$ cat src/rtl/csr_pkg.sv
// Shared CSR numbers, field positions, writable-bit masks and ecodes for csr_file.
package csr_pkg;
    localparam logic [13:0] CSR_CRMD   = 14'h00;
    localparam logic [13:0] CSR_PRMD   = 14'h01;
    localparam logic [13:0] CSR_ECFG   = 14'h04;
    localparam logic [13:0] CSR_ESTAT  = 14'h05;
    localparam logic [13:0] CSR_ERA    = 14'h06;
    localparam logic [13:0] CSR_EENTRY = 14'h0C;
    localparam logic [13:0] CSR_SAVE0  = 14'h30;
    localparam logic [13:0] CSR_TID    = 14'h40;
    localparam logic [13:0] CSR_TCFG   = 14'h41;
    localparam logic [13:0] CSR_TVAL   = 14'h42;
    localparam logic [13:0] CSR_TICLR  = 14'h44;

    localparam int CRMD_IE   = 2;
    localparam int PRMD_PIE  = 2;
    localparam int ESTAT_TI  = 11;
    localparam int TCFG_EN   = 0;
    localparam int TCFG_PER  = 1;

    localparam logic [31:0] CRMD_WMASK   = 32'h0000_000F;
    localparam logic [31:0] PRMD_WMASK   = 32'h0000_0007;
    localparam logic [31:0] ECFG_WMASK   = 32'h0000_1FFF;
    localparam logic [31:0] ESTAT_WMASK  = 32'h0000_0003;
    localparam logic [31:0] EENTRY_WMASK = 32'hFFFF_FFC0;
    localparam logic [31:0] FULL_WMASK   = 32'hFFFF_FFFF;

    localparam logic [5:0] ECODE_INT  = 6'h00;
    localparam logic [5:0] ECODE_ADEF = 6'h08;
    localparam logic [5:0] ECODE_ALE  = 6'h09;
    localparam logic [5:0] ECODE_SYS  = 6'h0B;

    // Bit-masked CSR write restricted to the register's writable bits.
    function automatic logic [31:0] csr_merge(input logic [31:0] old, input logic [31:0] wdata,
                                              input logic [31:0] wmask, input logic [31:0] wr_bits);
        logic [31:0] m;
        m = wmask & wr_bits;
        return (old & ~m) | (wdata & m);
    endfunction
endpackage

$ cat src/rtl/csr_timer.sv
// TCFG/TVAL countdown timer; pulses timer_int_set while armed and TVAL has reached 0.
module csr_timer
    import csr_pkg::*;
(
    input  logic        clk,
    input  logic        reset,
    input  logic        tcfg_we,
    input  logic [31:0] wdata,
    input  logic [31:0] wmask,
    output logic [31:0] tcfg,
    output logic [31:0] tval,
    output logic        timer_int_set
);
    logic        tick_en;
    logic [31:0] tcfg_new;

    assign tcfg_new      = csr_merge(tcfg, wdata, wmask, FULL_WMASK);
    assign timer_int_set = tick_en && (tval == 32'h0);

    always_ff @(posedge clk) begin
        if (reset) begin
            tcfg    <= 32'h0;
            tval    <= 32'h0;
            tick_en <= 1'b0;
        end else if (tcfg_we) begin
            tcfg    <= tcfg_new;
            tval    <= {tcfg_new[31:2], 2'b00};
            tick_en <= tcfg_new[TCFG_EN];
        end else if (tick_en) begin
            if (tval != 32'h0)
                tval <= tval - 32'h1;
            else if (tcfg[TCFG_PER])
                tval <= {tcfg[31:2], 2'b00};
            else
                tick_en <= 1'b0;
        end
    end
endmodule

$ cat src/rtl/csr_file.sv
// LoongArch-style CSR file and exception responder fed by writeback.
// Optional timer (TCFG/TVAL/TICLR, ESTAT.IS[11]) built when CSR_TIMER_EN is defined.
module csr_file
    import csr_pkg::*;
#(
    parameter logic [31:0] TID_INIT = 32'h0
) (
    input  logic        clk,
    input  logic        reset,
    input  logic        wb_ex,
    input  logic [5:0]  wb_ecode,
    input  logic [8:0]  wb_esubcode,
    input  logic [31:0] wb_pc,
    input  logic        wb_ertn,
    input  logic        wb_csr_we,
    input  logic [13:0] wb_csr_num,
    input  logic [31:0] wb_csr_wdata,
    input  logic [31:0] wb_csr_wmask,
    input  logic [7:0]  hw_int,
    input  logic [13:0] csr_rnum,
    output logic [31:0] csr_rvalue,
    output logic [31:0] ex_entry,
    output logic [31:0] era_pc,
    output logic        has_int
);
    logic [31:0]      crmd, prmd, ecfg, era, eentry, tid, estat;
    logic [3:0][31:0] save;
    logic [1:0]       estat_sw;
    logic [7:0]       estat_hw;
    logic             estat_ti;
    logic [5:0]       estat_ecode;
    logic [8:0]       estat_esub;
    logic [31:0]      tcfg, tval;

    logic we_crmd, we_prmd, we_ecfg, we_estat, we_era, we_eentry, we_save, we_tid;
    assign we_crmd   = wb_csr_we && (wb_csr_num == CSR_CRMD);
    assign we_prmd   = wb_csr_we && (wb_csr_num == CSR_PRMD);
    assign we_ecfg   = wb_csr_we && (wb_csr_num == CSR_ECFG);
    assign we_estat  = wb_csr_we && (wb_csr_num == CSR_ESTAT);
    assign we_era    = wb_csr_we && (wb_csr_num == CSR_ERA);
    assign we_eentry = wb_csr_we && (wb_csr_num == CSR_EENTRY);
    assign we_save   = wb_csr_we && (wb_csr_num[13:2] == CSR_SAVE0[13:2]);
    assign we_tid    = wb_csr_we && (wb_csr_num == CSR_TID);

    assign estat = {1'b0, estat_esub, estat_ecode, 4'b0, estat_ti, 1'b0, estat_hw, estat_sw};

    // CSR writes first; hardware updates below win on the fields they touch.
    always_ff @(posedge clk) begin
        if (reset) begin
            crmd        <= 32'h8;
            prmd        <= 32'h0;
            ecfg        <= 32'h0;
            era         <= 32'h0;
            eentry      <= 32'h0;
            tid         <= TID_INIT;
            save        <= '0;
            estat_sw    <= 2'b0;
            estat_hw    <= 8'b0;
            estat_ecode <= 6'b0;
            estat_esub  <= 9'b0;
        end else begin
            if (we_crmd)   crmd   <= csr_merge(crmd,   wb_csr_wdata, wb_csr_wmask, CRMD_WMASK);
            if (we_prmd)   prmd   <= csr_merge(prmd,   wb_csr_wdata, wb_csr_wmask, PRMD_WMASK);
            if (we_ecfg)   ecfg   <= csr_merge(ecfg,   wb_csr_wdata, wb_csr_wmask, ECFG_WMASK);
            if (we_era)    era    <= csr_merge(era,    wb_csr_wdata, wb_csr_wmask, FULL_WMASK);
            if (we_eentry) eentry <= csr_merge(eentry, wb_csr_wdata, wb_csr_wmask, EENTRY_WMASK);
            if (we_tid)    tid    <= csr_merge(tid,    wb_csr_wdata, wb_csr_wmask, FULL_WMASK);
            if (we_save)
                save[wb_csr_num[1:0]] <= csr_merge(save[wb_csr_num[1:0]], wb_csr_wdata,
                                                   wb_csr_wmask, FULL_WMASK);
            if (we_estat)
                estat_sw <= (estat_sw & ~wb_csr_wmask[1:0]) | (wb_csr_wdata[1:0] & wb_csr_wmask[1:0]);
            estat_hw <= hw_int;
            if (wb_ex) begin
                prmd[2:0]   <= crmd[2:0];
                crmd[2:0]   <= 3'b0;
                estat_ecode <= wb_ecode;
                estat_esub  <= wb_esubcode;
                era         <= wb_pc;
            end else if (wb_ertn) begin
                crmd[2:0]   <= prmd[2:0];
            end
        end
    end

`ifdef CSR_TIMER_EN
    logic timer_int_set;

    csr_timer u_timer (
        .clk           (clk),
        .reset         (reset),
        .tcfg_we       (wb_csr_we && (wb_csr_num == CSR_TCFG)),
        .wdata         (wb_csr_wdata),
        .wmask         (wb_csr_wmask),
        .tcfg          (tcfg),
        .tval          (tval),
        .timer_int_set (timer_int_set)
    );

    // A timer set beats a same-cycle TICLR clear.
    always_ff @(posedge clk) begin
        if (reset)
            estat_ti <= 1'b0;
        else if (timer_int_set)
            estat_ti <= 1'b1;
        else if (wb_csr_we && (wb_csr_num == CSR_TICLR) && wb_csr_wdata[0] && wb_csr_wmask[0])
            estat_ti <= 1'b0;
    end
`else
    assign tcfg     = 32'h0;
    assign tval     = 32'h0;
    assign estat_ti = 1'b0;
`endif

    always_comb begin
        csr_rvalue = 32'h0;
        case (csr_rnum)
            CSR_CRMD:   csr_rvalue = crmd;
            CSR_PRMD:   csr_rvalue = prmd;
            CSR_ECFG:   csr_rvalue = ecfg;
            CSR_ESTAT:  csr_rvalue = estat;
            CSR_ERA:    csr_rvalue = era;
            CSR_EENTRY: csr_rvalue = eentry;
            14'h30, 14'h31, 14'h32, 14'h33: csr_rvalue = save[csr_rnum[1:0]];
            CSR_TID:    csr_rvalue = tid;
            CSR_TCFG:   csr_rvalue = tcfg;
            CSR_TVAL:   csr_rvalue = tval;
            default:    csr_rvalue = 32'h0;
        endcase
    end

    assign ex_entry = eentry;
    assign era_pc   = era;
    assign has_int  = crmd[CRMD_IE] && |(estat[12:0] & ecfg[12:0]);
endmodule

$ cat config.mk
export PLATFORM = sky130hd
export DESIGN_NAME = csr_file
export DESIGN_NICKNAME = d
export VERILOG_FILES = /design/src/rtl/csr_pkg.sv /design/src/rtl/csr_timer.sv /design/src/rtl/csr_file.sv
export SDC_FILE = /design/constraint.sdc
export NUM_CORES = 1
export LEC_CHECK = 0
export BUFFER_PORTS_ARGS = -buffer_cell sky130_fd_sc_hd__buf_2
export CAP_MARGIN = 20
export CORE_ASPECT_RATIO = 1.1
export CORE_UTILIZATION = 31
export DETAILED_ROUTE_END_ITERATION = 8
export GPL_ROUTABILITY_DRIVEN = 0
export PLACE_DENSITY = 0.46
export SETUP_SLACK_MARGIN = 0.15
export SLEW_MARGIN = 10
export SYNTH_ARGS = -nofsm -noshare
export SYNTH_HDL_FRONTEND = slang
export SYNTH_SLANG_ARGS = --single-unit
$ cat constraint.sdc
create_clock -name clk -period 2.95 [get_ports clk]
set_input_delay 0.59 -clock clk [delete_from_list [all_inputs] [get_ports clk]]
set_output_delay 0.59 -clock clk [all_outputs]
set_load 0.01 [all_outputs]
==> results of run 1 <==
[kinds of logic after synthesis]
family                 count (synthesis)  share of synthesized area
AO/OA/AOI/OAI                        511                     0.2393
buffers and inverters                196                    0.05994
flip-flops                           263                     0.3666
multiplexers                         173                     0.1763
other                                  1                  0.0002611
AND/OR/NAND/NOR                      372                     0.1575
[power breakdown]
| group | internal (mW) | switching (mW) | total [mW] |
|---|---|---|---|
| clock network | 2.86 | 1.68 | 4.54 |
| logic | 0.309 | 0.547 | 0.856 |
| registers | 3.60 | 0.0527 | 3.66 |
| total | 6.77 | 2.28 | 9.05 |
[per-layer routing]
| layer | part of all wire | global-route usage | wire, microns |
|---|---|---|---|
| met3 | 0.068 | 0.04281 | 4144 |
| met1 | 0.47 | 0.3657 | 28570 |
| met4 | 0.026 | 0.07789 | 1616 |
| met2 | 0.44 | 0.3832 | 27040 |
| met5 | 0 | 0 | 0 |
[cell type report]
type	count	area [sq um]	share of cell area
multi-input combinational	1062	8330	0.4678
sequential	263	5265	0.2956
timing repair buffer	320	2116	0.1188
clock buffer	39	865.8	0.04862
tap	588	735.7	0.04131
clock inverter	19	337.8	0.01897
inverter	39	146.4	0.008220
antenna	5	12.51	0.0007025
[repair_timing]
action,4_1_cts,5_1_grt
setup endpoints to repair,22,20
resized for setup,6,6
pin swaps,0,1
gates cloned,2,0
[worst reg2reg max path, delay by kind of cell (launching register included)]
kind,cells,cell delay [ns]
multiplexers,2,0.89
AO/OA/AOI/OAI,1,0.15
flip-flops,1,0.32
[layout by cell type, fill, tap and decap left out, drive strengths merged, types with 25 or more instances in the layout]
master / Yosys / layout
clkbuf: 87 / 40
o21ai: 54 / 54
nor2: 38 / 38
nand4: 32 / 32
mux2i: 109 / 109
buf: 70 / 318
nor2b: 37 / 37
nand2: 34 / 34
a31oi: 25 / 25
mux4: 64 / 64
inv: 38 / 39
a211oi: 128 / 128
a22oi: 26 / 26
nand2b: 69 / 69
a21oi: 162 / 162
dfxtp: 263 / 263
and3: 27 / 27
nand3: 68 / 68
[worst max-delay path by stage]
stage | depth (start not counted) | startpoint | to | slack (ns)
floorplan | 6 | csr_rnum[0] | csr_rvalue[1] | 0.18
global placement | 7 | csr_rnum[1] | csr_rvalue[18] | 0.06
global route | 8 | csr_rnum[0] | csr_rvalue[15] | 0.13
CTS | 9 | csr_rnum[2] | csr_rvalue[15] | 0.15
finish | 8 | csr_rnum[0] | csr_rvalue[15] | 0.15
detailed placement | 7 | csr_rnum[1] | csr_rvalue[18] | -0.03
[metrics by stage]
step | hold WS (ns) | instance area, sq um | power, mW
6_report | 0.2016 | 17810 | 9.054
5_1_grt | 0.2100 | 17810 | 9.314
4_1_cts | 0.1773 | 17770 | 9.111
3_5_place_dp | 0.4617 | 16500 | 4.563
3_3_place_gp | 0.4604 | 16500 | 4.562
2_1_floorplan | 0.4479 | 14380 | 4.139
==> flow_summary.json, run 1 <==
{
  "status": "complete, no violations",
  "row_count": 82,
  "die_h_microns": 227.7,
  "grt_max_degree": 86,
  "synthCells": 1516,
  "cts_made_buffers": 31,
  "cts_root_buf": "clkbuf_16",
  "crit_path_start_kind": "primary input",
  "gr-total-overflow": 0,
  "cts.sinks": 263,
  "fillers": 4483,
  "initial_core_util": 0.3146,
  "synth_seq_cells": 263,
  "yosysMostFrequentCell": "dfxtp_1",
  "vias_per_cell": 5.882,
  "maxCapViolations": 0,
  "totalWireLength_microns": 61380,
  "timing.final.crit_period_ns": 2.799,
  "drv_slew": 0,
  "timing.rr.start": "save[97]",
  "antenna_found_initial": 5,
  "yosys-top-cells-count": "dfxtp_1 (263), a21oi_1 (162), a211oi_1 (124)",
  "async_reset_ff_frac": 0,
  "regToRegSetupSlack_ns": 1.45,
  "io_pins": 249,
  "grt_pass1_vias": 13269,
  "dieArea_sq_um": 47190,
  "drive_gt1_frac": 0.2767,
  "post_cts_buffers": 0,
  "cts_tree": "built",
  "grt_pass1_wl_microns": 90830,
  "vdd_drop_max_mv": 0.4118,
  "synth_top_area_cell": "dfxtp_1",
  "p_per_area_nw_per_um2": 508.4,
  "post-route-period-util": 0.9490,
  "crit_fanout": 32,
  "wl_per_cell_microns": 26.29,
  "slew_headroom": 0.2540,
  "dp_slack_ns": -0.02670,
  "synth_top_area_frac": 0.3666,
  "path_class": "primary input to output port",
  "finalSetupViolCount": 0,
  "synthTopCellsByArea": "dfxtp_1 (37%), mux4_2 (10%), mux2i_1 (7.6%), a211oi_1 (6.5%), a21oi_1 (5.6%)",
  "path_delay_family": "buffers and inverters",
  "nets": 1869,
  "fin_util": 0.3901,
  "finalSetupTns_ns": 0,
  "track_usage": 0.2533,
  "detail-route-antenna-nets": 0,
  "synthFlopType": "dfxtp_1",
  "core_sq_um": 45660,
  "yosysSeqAreaShare": 0.3666,
  "drt-initial-drc-count": 1495,
  "arrival_ns": 2.21,
  "dp_hpwl_microns": 43010,
  "numPortBuffers": 242,
  "yosysUniqueCellTypes": 59,
  "worst-path-buf-inv": 4,
  "fin_ws_ns": 0.1505,
  "min_delay_path_depth": 3,
  "synth_area_per_cell_sq_um": 9.473,
  "hp-start": "wb_pc[17]",
  "fmax_ghz": 0.3572,
  "drc": 0,
  "ff2ff_path_depth": 3,
  "cts_max_level": 1,
  "leakagePower_nw": 6.894,
  "cp_cell_sequence": "buf_6 > buf_4 > nor2_1 > and4_1 > buf_12 > a22o_1 > a221o_1 > buf_2",
  "area_growth_pct": 24.01,
  "drtPass1Iterations": 5,
  "hold_violations": 0,
  "rsz0062_at_grt": "yes",
  "tightest_slew_ns": 1.115,
  "cpPeakStageDelay_ns": 0.32,
  "cts_hold_buf": 0,
  "finalClockSkew_ns": 0.01190,
  "path_clk_slew_ns": 0.06,
  "syn_area_sq_um": 14360,
  "insertion_delay_ns": 0.59,
  "synth_edf_count": 0,
  "regToRegEndpoint": "save[1]",
  "die_x_microns": 207.2,
  "crit_slowest_cell": "a22o_1",
  "finalNonFillerCells": 2335,
  "hold_path_class": "primary input to flop",
  "vias": 13735,
  "required_ns": 2.36,
  "ys_warn_count": 0,
  "dp_cells": 2270,
  "crit_path_end_kind": "output port",
  "clockBufferDepth": 3
}
No activity file was read; power rests on OpenSTA's default activity.
==> inputs of run 2 (changes only) <==
Settings changed: PLACE_DENSITY 0.46 to default.
==> flow_summary.json, run 2 (same netlist as run 1, synthesis figures left out) <==
{
  "slew_headroom": 0.5035,
  "wl_per_cell_microns": 24.67,
  "multi_input_area_sq_um": 8314,
  "crit_path_end_kind": "output port",
  "finalClockSkew_ns": 0.008954,
  "cts_made_buffers": 27,
  "status": "complete, no violations",
  "nets": 1869,
  "layout_common_cells": "dfxtp_1 (263), buf_2 (239), a21oi_1 (161)",
  "drt-initial-drc-count": 1582,
  "drtPass1Iterations": 5,
  "insertion_delay_ns": 0.55,
  "grt_pass1_wl_microns": 85520,
  "fillers": 4533,
  "cts_tree": "built",
  "finalSetupViolCount": 0,
  "min_delay_path_depth": 3,
  "numPortBuffers": 242,
  "placed_cell_area_sq_um": 16420,
  "ff2ff_path_depth": 3,
  "track_usage": 0.2335,
  "timing.final.crit_period_ns": 2.772,
  "detail-route-antenna-nets": 0,
  "die_h_microns": 227.7,
  "cts_root_buf": "clkbuf_16",
  "crit_path_start_kind": "primary input",
  "rsz0062_at_grt": "no",
  "initial_core_util": 0.3146,
  "required_ns": 2.36,
  "arrival_ns": 2.18,
  "finalNonFillerCells": 2328,
  "row_count": 82,
  "fmax_ghz": 0.3608,
  "grt_pass1_vias": 13429,
  "io_pins": 249,
  "dieArea_sq_um": 47190,
  "tightest_slew_ns": 0.7413,
  "dp_cells": 2271,
  "path_clk_slew_ns": 0.06,
  "cts.sinks": 263,
  "final_common_cell": "dfxtp_1",
  "post-route-period-util": 0.9395,
  "gr-total-overflow": 0,
  "clockBufferDepth": 3,
  "design_area_sq_um": 17400,
  "hold_violations": 0,
  "drc": 0,
  "crit_fanout": 13,
  "power_mw": 7.900,
  "cts_hold_buf": 0,
  "drive_gt1_frac": 0.2713,
  "path_class": "primary input to output port",
  "vdd_drop_max_mv": 0.5105,
  "grt_max_degree": 139,
  "p_per_area_nw_per_um2": 453.9,
  "leakagePower_nw": 6.726,
  "regArea_sq_um": 5265,
  "fin_util": 0.3812,
  "vias": 14129,
  "dp_hpwl_microns": 40700,
  "die_x_microns": 207.2,
  "core_sq_um": 45660,
  "area_growth_pct": 21.19,
  "vias_per_cell": 6.069,
  "maxCapViolations": 0,
  "drv_slew": 0,
  "cts_max_level": 1,
  "antenna_found_initial": 10,
  "totalWireLength_microns": 57430,
  "hold_path_class": "primary input to flop",
  "finalSetupTns_ns": 0
}
run 2: path summary, 6_finish.rpt:
check         startpoint             to  slack, ns
max          csr_rnum[0]  csr_rvalue[2]       0.18
min reg2reg         flop           flop       0.48
min             wb_pc[5]           flop       0.24
max reg2reg    save[123]       save[27]       1.47
run 2: area by class of cell:
type                       count  share of cell area
tap                          588             0.04227
clock inverter                 6            0.002229
timing repair buffer         324              0.1191
antenna                        4           0.0005751
sequential                   263              0.3025
clock buffer                  42             0.04723
inverter                      39            0.008411
multi-input combinational   1062              0.4777
run 2: report_power, final:
| group | switching, mW | internal (mW) | total, mW |
|---|---|---|---|
| combinational | 0.530 | 0.309 | 0.839 |
| sequential | 0.0548 | 3.60 | 3.66 |
| clock | 1.50 | 1.91 | 3.40 |
| total | 2.08 | 5.82 | 7.90 |
run 2: critical path, stage by stage:
cell     delay (ns)
buf_8          0.13
buf_16         0.16
buf_4          0.16
or3b_2         0.47
a21oi_2        0.15
o31ai_1        0.08
a21oi_1        0.25
buf_2          0.19
run 2: stage by stage:
stage / setup WS (ns) / hold slack (ns)
after global placement: 0.1139 / 0.4582
after CTS: 0.1512 / 0.2328
after floorplan: 0.1836 / 0.4479
final: 0.1784 / 0.2409
after global routing: 0.1572 / 0.2565
after detailed placement: 0.1207 / 0.4657
run 2: metal layers:
metal,global-route usage,up-vias,routed length (microns)
li1,-,6229,-
met4,0.09935,8,2279
met2,0.3750,771,26500
met5,0,-,48
met1,0.3093,6989,23520
met3,0.03882,132,5091
run 2: repair_timing:
item / 4_1_cts / 5_1_grt
pin swaps: 2 / 1
cloned: 1 / 1
resized for setup: 4 / 9
endpoints found under the setup margin: 7 / 30
setup buffers: 0 / 3
